**src/rtl/regfile_wb_arbiter.sv**
```systemverilog
// Round-robin arbiter sharing the register-file write port among NUM_REQ writeback sources.
// Optional read-port bypass of the in-flight write is enabled by defining WB_BYPASS_EN.
module regfile_wb_arbiter #(
  parameter int unsigned NUM_REQ = 3,
  parameter int unsigned ADDR_W  = 5,
  parameter int unsigned DATA_W  = 32,
  parameter int unsigned CNT_W   = 16
) (
  input  logic                        clk,
  input  logic                        rst_n,
  input  logic [NUM_REQ-1:0]          req_valid,
  input  logic [NUM_REQ*ADDR_W-1:0]   req_addr,
  input  logic [NUM_REQ*DATA_W-1:0]   req_data,
  output logic [NUM_REQ-1:0]          req_ready,
  output logic                        rf_we,
  output logic [ADDR_W-1:0]           rf_waddr,
  output logic [DATA_W-1:0]           rf_wdata,
  output logic [CNT_W-1:0]            conflict_cnt,
  input  logic [ADDR_W-1:0]           rd_addr1,
  input  logic [ADDR_W-1:0]           rd_addr2,
  input  logic [DATA_W-1:0]           rd_data1_in,
  input  logic [DATA_W-1:0]           rd_data2_in,
  output logic [DATA_W-1:0]           rd_data1_out,
  output logic [DATA_W-1:0]           rd_data2_out
);

  localparam int unsigned PTR_W = (NUM_REQ > 1) ? $clog2(NUM_REQ) : 1;

  logic [PTR_W-1:0]  rr_ptr_q,   rr_ptr_d;
  logic              rf_we_q,    rf_we_d;
  logic [ADDR_W-1:0] rf_waddr_q, rf_waddr_d;
  logic [DATA_W-1:0] rf_wdata_q, rf_wdata_d;
  logic [CNT_W-1:0]  cnt_q,      cnt_d;

  logic [NUM_REQ-1:0] gnt;
  logic               gnt_any;
  logic [PTR_W-1:0]   gnt_idx;
  logic [ADDR_W-1:0]  gnt_addr;
  logic [DATA_W-1:0]  gnt_data;
  int unsigned        idx;
  logic               multi_req;

  // Scan from rr_ptr with wraparound; first valid source wins.
  always_comb begin
    gnt      = '0;
    gnt_any  = 1'b0;
    gnt_idx  = '0;
    gnt_addr = '0;
    gnt_data = '0;
    idx      = 0;
    for (int unsigned k = 0; k < NUM_REQ; k++) begin
      idx = 32'(rr_ptr_q) + k;
      if (idx >= NUM_REQ) idx = idx - NUM_REQ;
      if (!gnt_any && req_valid[idx]) begin
        gnt[idx] = 1'b1;
        gnt_any  = 1'b1;
        gnt_idx  = PTR_W'(idx);
        gnt_addr = req_addr[idx*ADDR_W +: ADDR_W];
        gnt_data = req_data[idx*DATA_W +: DATA_W];
      end
    end
  end

  assign multi_req = ($countones(req_valid) > 1);

  // Next-state for pointer, output stage and contention counter.
  always_comb begin
    rr_ptr_d   = rr_ptr_q;
    rf_we_d    = 1'b0;
    rf_waddr_d = rf_waddr_q;
    rf_wdata_d = rf_wdata_q;
    cnt_d      = cnt_q;
    if (gnt_any) begin
      rr_ptr_d   = (gnt_idx == PTR_W'(NUM_REQ - 1)) ? '0 : PTR_W'(gnt_idx + 1'b1);
      rf_we_d    = (gnt_addr != '0);
      rf_waddr_d = gnt_addr;
      rf_wdata_d = gnt_data;
    end
    if (multi_req && (cnt_q != '1)) cnt_d = cnt_q + CNT_W'(1);
  end

  always_ff @(posedge clk or negedge rst_n) begin
    if (!rst_n) begin
      rr_ptr_q   <= '0;
      rf_we_q    <= 1'b0;
      rf_waddr_q <= '0;
      rf_wdata_q <= '0;
      cnt_q      <= '0;
    end else begin
      rr_ptr_q   <= rr_ptr_d;
      rf_we_q    <= rf_we_d;
      rf_waddr_q <= rf_waddr_d;
      rf_wdata_q <= rf_wdata_d;
      cnt_q      <= cnt_d;
    end
  end

  // Grant is same-cycle; forced low while reset is asserted.
  assign req_ready    = rst_n ? gnt : '0;
  assign rf_we        = rf_we_q;
  assign rf_waddr     = rf_waddr_q;
  assign rf_wdata     = rf_wdata_q;
  assign conflict_cnt = cnt_q;

`ifdef WB_BYPASS_EN
  // Forward the write being committed this cycle to readers of the same register.
  assign rd_data1_out = (rf_we_q && (rf_waddr_q == rd_addr1) && (rd_addr1 != '0)) ? rf_wdata_q : rd_data1_in;
  assign rd_data2_out = (rf_we_q && (rf_waddr_q == rd_addr2) && (rd_addr2 != '0)) ? rf_wdata_q : rd_data2_in;
`else
  logic unused_rd_addr;
  assign unused_rd_addr = ^{rd_addr1, rd_addr2};
  assign rd_data1_out   = rd_data1_in;
  assign rd_data2_out   = rd_data2_in;
`endif

endmodule

```
**config.mk**
```make
export PLATFORM = sky130hd
export DESIGN_NAME = regfile_wb_arbiter
export DESIGN_NICKNAME = d
export VERILOG_FILES = /design/src/rtl/regfile_wb_arbiter.sv
export SDC_FILE = /design/constraint.sdc
export NUM_CORES = 1
export LEC_CHECK = 0
export CAP_MARGIN = 20
export CORE_MARGIN = 1
export CORE_UTILIZATION = 30
export CTS_CLUSTER_SIZE = 30
export DETAILED_ROUTE_END_ITERATION = 7
export GPL_ROUTABILITY_DRIVEN = 0
export MAX_ROUTING_LAYER = met4
export PLACE_DENSITY = 0.62
export SETUP_SLACK_MARGIN = 0.2
export SYNTH_ARGS = -nofsm -noshare
export SYNTH_HDL_FRONTEND = slang
export SYNTH_SLANG_ARGS = --single-unit
```
**constraint.sdc**
```tcl
create_clock -name clk -period 4.2 [get_ports clk]
set_input_delay 0.63 -clock clk [delete_from_list [all_inputs] [get_ports clk]]
set_output_delay 0.63 -clock clk [all_outputs]
set_load 0.02 [all_outputs]
```
# ---- After elaboration in Yosys (flattened, before gate mapping)
# Index checks and enable logic that the tools add are counted.
dict set report classes {
  addsub 9
  shift 6
  reduce_logical 9
  bitwise 2
  magnitude_cmp 10
  n_mul 3
  mux 33
  n_eq_ne 2
}
# operator count
set op_table {}
lappend op_table {{$shiftx 96x33->32} 3}
lappend op_table {{$mux 32} 6}
lappend op_table {{$shiftx 15x33->5} 3}
lappend op_table {{$ge 32x1->1 const B} 3}
lappend op_table {{$lt 32x3->1 const B} 3}
lappend op_table {{$mul 32x3->32 const B} 3}
lappend op_table {{$add 16x1->16 const B} 1}
lappend op_table {{$ne 16x16->1 const B} 1}
lappend op_table {{$mux 5} 3}
lappend op_table {{$mux 3} 4}
lappend op_table {{$mux 1} 10}
lappend op_table {{$mux 2} 4}
lappend op_table {{$sub 3x2->4 const B} 2}
lappend op_table {{$bmux 1 s2} 3}
lappend op_table {{$demux 1 s2} 3}
lappend op_table {{$ge 3x2->1 const B} 2}
lappend op_table {{$logic_and 1x1->1} 6}
lappend op_table {{$or 3x3->3} 2}
lappend op_table {{$reduce_bool 5->1} 1}
lappend op_table {{$add 2x1->3} 1}
lappend op_table {{$add 2x1->3 const B} 1}
lappend op_table {{$add 2x2->3 const B} 1}
lappend op_table {{$gt 3x1->1 const B} 1}
lappend op_table {{$sub 2x2->3 const B} 1}
lappend op_table {{5 further kinds} 6}
dict set report word_totals {
  register_bits 56
  input_bits 190
}

# ---- Longest topological paths before layout
# Gate-level depths: netlist of the first run.
dict set report depth {
  depth_word 13
  depth_mapped 15
  ltp_nobuf 12
}

# ---- Worst setup path after synthesis of the first run
# No wires, ideal clock.
dict set report synth_timing {
  kind {reg2reg}
  start {register rr_ptr_q[1]}
  end {register rf_we_q, in the netlist rf_we}
  stages_incl_launch_ff 16
  arrival_ns 3.061
  path_slack_ns 1.069
  required_ns 4.130
  path_cell_list {dfrtp_1 > inv_1 > ha_1 > buf_2 > buf_4 > buf_4 > buf_2 > clkbuf_1 > nand3_1 > fa_1 > xor2_1 > nor4b_1 > a221oi_1 > o32ai_1 > nor2_1 > nand4_1}
}
dict set report synth_between {
  elab_chain_len 13
  word_cells_on_any_way 35
  cone_classes {5 x add/sub; 3 x mul; 3 x order compare; 3 x shift; 16 x mux; 5 x reduce/logical}
}
# element line_no
set synth_rtl {}
lappend synth_rtl {{start, declared} 29} ;# logic [PTR_W-1:0] rr_ptr_q, rr_ptr_d;
lappend synth_rtl {{start signal, assigned} 90} ;# rr_ptr_q <= rr_ptr_d;
lappend synth_rtl {{parallel branches: the longest is 12 deep, another holds $mul 32x3->32} --}
lappend synth_rtl {{$mux 1 *} 73} ;# if (gnt_any) begin
lappend synth_rtl {{named net rf_we_d} 30} ;# logic rf_we_q, rf_we_d;
lappend synth_rtl {{end signal, assigned} 91} ;# rf_we_q <= rf_we_d;
lappend synth_rtl {{end, declared} 30}
# Mark *: on every way through the listed nets, which the timed path passes. The select of a mux whose other input is x is not followed.
# A chain may end at the register's enable or synchronous reset.

# ---- Worst setup path in the final report of the first run
dict set report layout_timing {
  start {register rr_ptr_q[0]}
  end {output req_ready[2]}
}
dict set report layout_between {
  elab_chain_len 12
  word_cells_on_any_way 44
  cone_classes {5 x add/sub; 9 x order compare; 21 x mux; 2 x bitwise; 7 x reduce/logical}
}
# element line_no
set layout_rtl {}
lappend layout_rtl {{$add 2x1->3, or another cell as far along} 52} ;# idx = 32'(rr_ptr_q) + k;
lappend layout_rtl {{$sub 3x2->4, or another cell as far along} 53} ;# if (idx >= NUM_REQ) idx = idx - NUM_REQ;
lappend layout_rtl {{$mux 32, or another cell as far along} 53}
lappend layout_rtl {{$ge 32x1->1 (implied by the code), or another cell as far along} 55} ;# gnt[idx] = 1'b1;
lappend layout_rtl {{$logic_and 1x1->1 (implied by the code), or another cell as far along} 55}
lappend layout_rtl {{$mux 1 (implied by the code), or another cell as far along} 55}
lappend layout_rtl {{$demux 1 s2, or another cell as far along} 55}
lappend layout_rtl {{$or 3x3->3 (no line) or $mux 1 (tied branches)} --}
lappend layout_rtl {{$mux 3 or $logic_not 1->1 (tied branches)} 54} ;# if (!gnt_any && req_valid[idx]) begin
lappend layout_rtl {{$or 3x3->3 (no line) or $logic_and 1x1->1 (tied branches)} --}
lappend layout_rtl {{$mux 3 *} 54}
lappend layout_rtl {{$mux 3 *} 99} ;# assign req_ready = rst_n ? gnt : '0;
lappend layout_rtl {{end, declared} 14} ;# output logic [NUM_REQ-1:0] req_ready,
# Mark *: on every way between the ends. The rest lies on a longest branch, timed or not. The select of a mux whose other input is x is not followed.

==> results of run 1 <==
power groups by stage:
stage | clock network, mW | logic [mW] | registers (mW)
final | 0.501 | 4.40 | 0.929
after CTS | 0.525 | 4.43 | 0.932
after floorplan | 0 | 3.00 | 1.15
after global routing | 0.541 | 4.81 | 0.959
after detailed placement | 0 | 4.42 | 0.938
after global placement | 0 | 4.39 | 0.941
sequential cells by signal (all words and copies together) (netlist names):
name          flops
rf_wdata         32
conflict_cnt     16
rf_waddr          5
rr_ptr_q          2
rf_we             1
kinds of logic after synthesis:
family / share of synthesized area [%]
buf+inv: 14.1
flops: 22.6
xor+xnor: 2.26
other cells: 0.121
fa+ha+maj: 2.52
mux: 18.3
simple gates: 17.2
compound gates: 23.0
metal layers:
metal	GRT usage (%)	wire [um]	vias up
met5	-	0	-
met4	5.53	310	0
met3	3.01	1080	21
met2	29.4	9120	195
met1	25.8	9440	2832
li1	-	-	2922
placed cells by master, fill, tap and decap left out, types with 2 or more instances in the layout:
master,count
a21o_1,5
a21oi_1,27
a21oi_2,3
a221oi_1,9
a221oi_2,13
a222oi_1,13
a31oi_1,4
and2_1,8
and3_1,2
buf_4,20
clkbuf_16,5
clkdlybuf4s50_1,171
clkinv_4,2
conb_1,2
dfrtp_1,56
ha_1,7
ha_4,2
inv_1,6
mux2_2,3
mux2i_1,110
nand2_1,167
nand2b_1,3
nand3_1,18
nand4_1,5
nand4b_1,2
nor2_1,17
nor2b_1,8
o211a_1,2
o211ai_1,3
o21ai_0,104
o21ai_1,21
o22ai_1,2
o32ai_1,2
xnor2_1,12
xor2_1,4
worst max path at each step:
stage,start,to,slack [ns],cells after the start
2_1_floorplan,rr_ptr_q[1],rf_we,1.07,15
3_3_place_gp,req_valid[1],req_ready[1],0.52,8
3_5_place_dp,req_valid[1],req_ready[1],0.52,8
4_1_cts,rr_ptr_q[0],req_ready[2],0.43,8
5_1_grt,rr_ptr_q[1],req_ready[2],0.27,8
6_report,rr_ptr_q[0],req_ready[2],0.45,8
metrics by stage:
step	power (mW)	util, %	hold WS [ns]	std cells
2_1_floorplan	4.15	-	0.334	797
3_3_place_gp	5.33	37.7	0.474	1130
3_5_place_dp	5.35	37.7	0.464	1130
4_1_cts	5.89	38.5	0.202	1138
5_1_grt	6.31	38.6	0.204	1138
6_report	5.83	38.6	0.217	1138
cell type report:
class / count / area share, %
timing repair buffer: 193 / 24.2
tap: 270 / 4.33
clock inverter: 3 / 0.609
inverter: 6 / 0.289
sequential: 56 / 18.0
multi-input combinational: 605 / 51.0
clock buffer: 5 / 1.60
timing repair:
item                                    in CTS  in global routing
endpoints found under the hold margin        0                  0
hold buffers                                 0                  0
endpoints found under the setup margin       0                  1
resized for setup                            0                  1
worst max-delay path, stage by stage (launching register included):
cell	delay, ns
dfrtp_1	0.44
inv_1	0.16
ha_4	0.37
or4b_1	0.51
a21oi_2	0.24
or2_1	0.22
a222oi_1	0.12
nor2b_1	0.14
clkdlybuf4s50_1	0.62
==> flow_metrics.tcl, run 1 <==
set metrics [dict create \
    max_cap_viol_count 0 \
    p_int_mw 2.92 \
    worstSetupPathType "reg -> out" \
    core-area_um2 20200 \
    ctsLongestPathBuffers 2 \
    grt_max_degree 67 \
    ys_ff_latch 56 \
    clk_transition_reported_paths_ns 0.08 \
    seq_area_um2 1400 \
    drt_iter0_markers 288 \
    post_cts_buffers 0 \
    synth-edff-count 0 \
    r2r_slack_ns 0.80 \
    syn_area_um2 6210 \
    detail_route.wl_per_cell_um 17.5 \
    die_height_um 146 \
    drc_errors 0 \
    ant_nets 0 \
    yosysUniqueCellTypes 57 \
    grt_pass1_vias 5706 \
    synth_ff_type "dfrtp_1" \
    cts.root.buffer_cell "clkbuf_16" \
    cts.sink_count 56 \
    dpl_cell_area_um2 7630 \
    r2r-end "rf_wdata[20]" \
    synth.top_cell.area_share_pct 22.6 \
    worst_ep_required_time_ns 3.57 \
    drive_gt1_share_pct 7.14 \
    hold_class "in -> async" \
    yosys_warnings 0 \
    status "finished, final reports clean" \
    synthToLayoutAreaGrowth_pct 25.7 \
    fin_worst_skew_ns 0.00705 \
    synthArstFlopShare_pct 100 \
    netlist_instances 797 \
    track_usage_pct 19.1 \
    grt_pass1_wl_um 31900 \
    pwr-share-seq_pct 15.9 \
    ys_top_cells_by_count "167 x nand2_1, 110 x mux2i_1, 104 x o21ai_0, 77 x buf_4, 56 x dfrtp_1" \
    dp_slack_ns 0.523 \
    ys_seq_area_share_pct 22.6 \
    switching_share_pct 50.0 \
    p_leak_nw 3.03 \
    worstPathArrival_ns 3.12 \
    start_kind "flip-flop" \
    die_area_um2 21300 \
    layout_setup_ws_ns 0.447 \
    tns_ns 0 \
    num_vias 5970 \
    p_comb_share_pct 75.5 \
    port_buffers 172 \
    antennaDiodeCount 0 \
    first_pass_iters 7 \
    fp.dieW_um 146 \
    clock_latency_ns 0.30 \
    vdd_ir_drop_max_mv 0.353 \
    rsz0062_at_grt "false" \
    antenna_found_initial 0 \
    cts_buffers 5 \
    p_per_area_nw_per_um2 747 \
    vias_per_cell 5.25 \
    drt-total-wl_um 20000 \
    nets 1068 \
    syn_avg_cell_area_um2 7.79 \
    path_max_fanout 23 \
    final_hold_viol_count 0 \
    stdcell_area_um2 7800 \
    critical_path.endpoint_type "output port" \
    htreeDepth 2 \
    regToRegStartpoint "rr_ptr_q[0]" \
    power.switching_mw 2.92 \
    post-route-period-util_pct 89.4 \
    fmax_mhz 266 \
    period_minus_slack_ns 3.75 \
    relSlewSlack_pct 39.9 \
    cts_tree "done" \
    dp_hpwl_um 13400 \
    grt_overflow 0 \
    worst_pin_slew_ns 0.899 \
    yosys.area.top_type "dfrtp_1" \
    p_clk_share_pct 8.6 \
    ios 311 \
    multi_input_area_um2 3980 \
    yosysMostFrequentCell "nand2_1" \
    num-fill-cells 2050 \
    row_count 52 \
    start_util_pct 30.7 \
    setup-violations-final 0 \
    synth_nets 998 \
    synth_area_leaders "dfrtp_1 23%, mux2i_1 18%, nand2_1 10%" \
    r2r_cells 9 \
    maxSlewViolCount 0 \
]
Power figures use the tool's default switching activity.
==> run 2, diff against run 1 <==
--- a/config.mk
+++ b/config.mk
@@ -7,12 +7,13 @@
 export LEC_CHECK = 0
 export CAP_MARGIN = 20
 export CORE_MARGIN = 1
-export CORE_UTILIZATION = 30
+export CORE_UTILIZATION = 42
+export CTS_BUF_LIST = sky130_fd_sc_hd__clkbuf_4 sky130_fd_sc_hd__clkbuf_8
 export CTS_CLUSTER_SIZE = 30
 export DETAILED_ROUTE_END_ITERATION = 7
 export GPL_ROUTABILITY_DRIVEN = 0
 export MAX_ROUTING_LAYER = met4
-export PLACE_DENSITY = 0.62
+export PLACE_DENSITY = 0.82
 export SETUP_SLACK_MARGIN = 0.2
 export SYNTH_ARGS = -nofsm -noshare
 export SYNTH_HDL_FRONTEND = slang
==> run 2 against run 1 <==
  * Non-clock buffer count rose by 2
  * Setup slack improved by 0.023 ns
  * Clock power fell by 23%
  * Wire length fell by 7.0%
==> flow_metrics.tcl, run 2 (synthesis gave the netlist of run 1 again) <==
set metrics [dict create \
    path_max_fanout 25 \
    p_clk_share_pct 6.8 \
    pwr-share-seq_pct 16.3 \
    grt_overflow 0 \
    power.switching_mw 2.87 \
    critical_path.endpoint_type "output port" \
    fmax_mhz 268 \
    slowest_delay_ns 0.63 \
    r2r_slack_ns 0.97 \
    die_height_um 124 \
    p_int_mw 2.81 \
    p_comb_share_pct 76.9 \
    setup-violations-final 0 \
    cp-startpoint "rr_ptr_q[1]" \
    cts_buffers 5 \
    worst_pin_slew_ns 0.882 \
    antenna_found_initial 0 \
    grt_max_degree 59 \
    worstSetupPathType "reg -> out" \
    tns_ns 0 \
    cts_tree "done" \
    r2r_cells 8 \
    layout_commonest_cell "clkdlybuf4s50_1" \
    vdd_ir_drop_max_mv 0.486 \
    stdcell_area_um2 7630 \
    dpl_cell_area_um2 7520 \
    switching_share_pct 50.5 \
    period_minus_slack_ns 3.73 \
    cts_hold_buffers 0 \
    start_util_pct 42.9 \
    cpLargestDelayFamily "simple AND/OR/NAND/NOR gates" \
    relSlewSlack_pct 41.2 \
    synthToLayoutAreaGrowth_pct 23.0 \
    cts_resized 0 \
    p_per_area_nw_per_um2 743 \
    vias_per_cell 5.79 \
    worstPathArrival_ns 3.10 \
    drive_gt1_share_pct 7.24 \
    drt-total-wl_um 18600 \
    p_leak_nw 3.01 \
    start_kind "flip-flop" \
    post_cts_buffers 0 \
    grt_pass1_wl_um 28300 \
    dp_hpwl_um 12600 \
    status "finished, final reports clean" \
    slowest_stage "clkdlybuf4s50_1" \
    crit_path_cell_trace "inv_1, ha_4, or4b_1, a21oi_2, or2_1, a222oi_1, nor2b_1, clkdlybuf4s50_1" \
    rsz0062_at_grt "false" \
    row_count 44 \
    num_vias 6103 \
    cts.root.buffer_cell "clkbuf_8" \
    detail_route.wl_per_cell_um 17.6 \
    core-area_um2 14500 \
    cp_num_buf_inv 2 \
    layout_common_cells "171 x clkdlybuf4s50_1, 167 x nand2_1, 110 x mux2i_1" \
    post-route-period-util_pct 88.8 \
    port_buffers 172 \
    largest_reg_flops 32 \
    hold_class "in -> async" \
    antennaDiodeCount 0 \
    regToRegStartpoint "rr_ptr_q[1]" \
    first_pass_iters 6 \
    max_cap_viol_count 0 \
    cts.sink_count 56 \
    worst_ep_required_time_ns 3.57 \
    die_area_um2 15300 \
    htreeDepth 2 \
    track_usage_pct 24.2 \
    nets 1070 \
    ant_nets 0 \
    fin_worst_skew_ns 0.00904 \
    grt_pass1_vias 5532 \
    ios 311 \
    drt_iter0_markers 378 \
    drc_errors 0 \
    clk_transition_reported_paths_ns 0.11 \
    r2r-end "rf_wdata[3]" \
    maxSlewViolCount 0 \
    clock_latency_ns 0.33 \
    final_hold_viol_count 0 \
    fp.dieW_um 124 \
    ctsLongestPathBuffers 2 \
]
run 2: worst max path at each step:
stage	to	depth (start not counted)
2_1_floorplan	rf_we	15
3_3_place_gp	req_ready[0]	8
3_5_place_dp	req_ready[0]	8
4_1_cts	req_ready[2]	8
5_1_grt	req_ready[2]	8
6_report	req_ready[2]	8
run 2: layout make-up:
type,instances,area (um^2)
Tap cell,184,230
Inverter,6,22.5
Fill cell,1389,6850
Clock buffer,5,68.8
Multi-Input combinational cell,605,3970
Timing Repair Buffer,195,1890
Clock inverter,3,47.5
Sequential cell,56,1400
run 2: per-layer routing:
metal  part of all wire [%]  global-route usage [%]  routed length (um)
met5                      0                       -                   0
met4                    3.0                    9.04                 548
met2                     46                    38.7                8620
met1                     43                    30.9                8070
met3                    7.1                    3.85                1310
run 2: metrics by stage:
step                power [mW]  worst slack, ns  hold WS [ns]  std cells  util, %
finish                    5.67            0.470         0.330       1054     52.7
global route              6.12            0.289         0.336       1054     52.7
CTS                       5.68            0.442         0.341       1054     52.7
detailed placement        5.28            0.568         0.468       1046     51.9
global placement          5.19            0.576         0.470       1046     51.9
floorplan                 4.15             1.07         0.334        797        -
run 2: power groups by stage:
stage          clock (mW)  combinational [mW]  sequential (mW)
2_1_floorplan           0                3.00             1.15
3_3_place_gp            0                4.25            0.933
3_5_place_dp            0                4.34            0.934
4_1_cts             0.399                4.36            0.925
5_1_grt             0.418                4.75            0.954
6_report            0.385                4.36            0.926
==> run 3, diff against run 2 <==
--- a/config.mk
+++ b/config.mk
@@ -8,7 +8,7 @@
 export CAP_MARGIN = 20
 export CORE_MARGIN = 1
 export CORE_UTILIZATION = 42
-export CTS_BUF_LIST = sky130_fd_sc_hd__clkbuf_4 sky130_fd_sc_hd__clkbuf_8
+export CTS_BUF_LIST = sky130_fd_sc_hd__clkbuf_4
 export CTS_CLUSTER_SIZE = 30
 export DETAILED_ROUTE_END_ITERATION = 7
 export GPL_ROUTABILITY_DRIVEN = 0
==> run 3 against run 2 <==
  * Cell count barely moved
  * Critical path depth did not move
  * Cell area fell by 0.30%
  * Sequential share of layout area rose by 0.071 points
  * Via count rose by 0.56%
  * Die area did not move
  * Critical endpoint is now req_ready[0]
==> flow_metrics.tcl, run 3 (synthesis gave the netlist of run 1 again) <==
set metrics [dict create \
    status "finished, final reports clean" \
    final_hold_viol_count 0 \
    cts.root.buffer_cell "clkbuf_4" \
    drt_iter0_markers 369 \
    fmax_mhz 263 \
    row_count 44 \
    final_util_pct 52.6 \
    worstSetupPathType "reg -> out" \
    power.switching_mw 2.85 \
    r2r_cells 12 \
    first_pass_iters 6 \
    die_area_um2 15300 \
    drt-total-wl_um 18500 \
    relSlewSlack_pct 41.7 \
    p_per_area_nw_per_um2 737 \
    clock_latency_ns 0.43 \
    nets 1070 \
    num_vias 6137 \
    tns_ns 0 \
    worst_pin_slew_ns 0.875 \
    vias_per_cell 5.82 \
    report.power.total_mw 5.61 \
    pwr-share-seq_pct 16.5 \
    p_comb_share_pct 77.7 \
    grt_overflow 0 \
    switching_share_pct 50.9 \
    cts_tree "done" \
    dp_hpwl_um 12600 \
    stdcell_area_um2 7610 \
    dp_cells 1046 \
    largest_reg_flops 32 \
    cts_resized 0 \
    dpl_cell_area_um2 7520 \
    max_cap_viol_count 0 \
    grt_pass1_vias 5529 \
    synthToLayoutAreaGrowth_pct 22.6 \
    layout_common_cells "169 x clkdlybuf4s50_1, 167 x nand2_1, 110 x mux2i_1" \
    drc_errors 0 \
    layout_commonest_cell "clkdlybuf4s50_1" \
    p_clk_share_pct 5.8 \
    grt_pass1_wl_um 28300 \
    instances_no_fill 1055 \
    worst_ep_required_time_ns 3.57 \
    post_cts_buffers 0 \
    fp.dieW_um 124 \
    slowest_stage "clkdlybuf4s50_1" \
    slowest_delay_ns 0.62 \
    hold_class "in -> async" \
    p_int_mw 2.75 \
    cts_hold_buffers 0 \
    vdd_ir_drop_max_mv 0.486 \
    r2r_slack_ns 0.97 \
    port_buffers 172 \
    drive_gt1_share_pct 7.36 \
    start_kind "flip-flop" \
    r2r-end "rf_we" \
    grt_max_degree 59 \
    p_leak_nw 3.03 \
    setup-violations-final 0 \
    detail_route.wl_per_cell_um 17.6 \
    fin_worst_skew_ns 0.0128 \
    maxSlewViolCount 0 \
    cp-startpoint "rr_ptr_q[0]" \
    worstPathArrival_ns 3.17 \
    period_minus_slack_ns 3.80 \
    critical_path.endpoint_type "output port" \
    crit_path_cell_trace "inv_1, ha_4, or4b_1, a21oi_2, or2_1, a222oi_1, nor2b_1, clkdlybuf4s50_1" \
    rsz0062_at_grt "false" \
    regToRegStartpoint "rr_ptr_q[0]" \
    ant_nets 0 \
    track_usage_pct 24.4 \
    cts_buffers 5 \
    die_height_um 124 \
    cts.sink_count 56 \
    core-area_um2 14500 \
    path_max_fanout 25 \
    antenna_found_initial 1 \
    htreeDepth 2 \
    ios 311 \
    post-route-period-util_pct 90.4 \
    start_util_pct 42.9 \
    clk_transition_reported_paths_ns 0.18 \
    ctsLongestPathBuffers 2 \
]
[run 3: power groups by stage]
stage / registers [mW] / clock network (mW) / logic [mW]
6_report: 0.925 / 0.326 / 4.35
5_1_grt: 0.954 / 0.363 / 4.75
4_1_cts: 0.923 / 0.342 / 4.36
3_5_place_dp: 0.934 / 0 / 4.34
3_3_place_gp: 0.933 / 0 / 4.25
2_1_floorplan: 1.15 / 0 / 3.00
[run 3: stage by stage]
step	hold WS, ns	setup slack, ns
2_1_floorplan	0.334	1.07
3_3_place_gp	0.470	0.576
3_5_place_dp	0.468	0.568
4_1_cts	0.219	0.317
5_1_grt	0.198	0.202
6_report	0.212	0.404
[run 3: layer usage]
layer | GRT usage, % | routed length [um]
met5 | - | 0
met4 | 9.49 | 503
met3 | 3.94 | 1210
met2 | 38.6 | 8650
met1 | 31.1 | 8190
[run 3: layout make-up]
type | count | area, um^2
fillers | 1391 | 6870
multi-input cells | 605 | 3970
repair buffers | 195 | 1890
flip-flops and latches | 56 | 1400
well taps | 184 | 230
clock inverters | 3 | 47.5
clock buffers | 5 | 37.5
inverters | 6 | 22.5
diodes | 1 | 2.50
[run 3: how the worst max path moves through the flow]
stage,to,slack [ns],cells past startpoint
5_1_grt,req_ready[0],0.20,8
2_1_floorplan,rf_we,1.07,15
6_report,req_ready[0],0.40,8
3_5_place_dp,req_ready[0],0.57,8
3_3_place_gp,req_ready[0],0.58,8
4_1_cts,req_ready[2],0.32,8
[run 3: worst max-delay path: cells and delay by family, from the launching register on]
family                   cells  cell delay (ns)
flip-flops                   1             0.46
AO/OA/AOI/OAI                2             0.31
AND/OR/NAND/NOR              3             0.83
buffers and inverters        2             0.81
adder cells (fa/ha/maj)      1             0.32
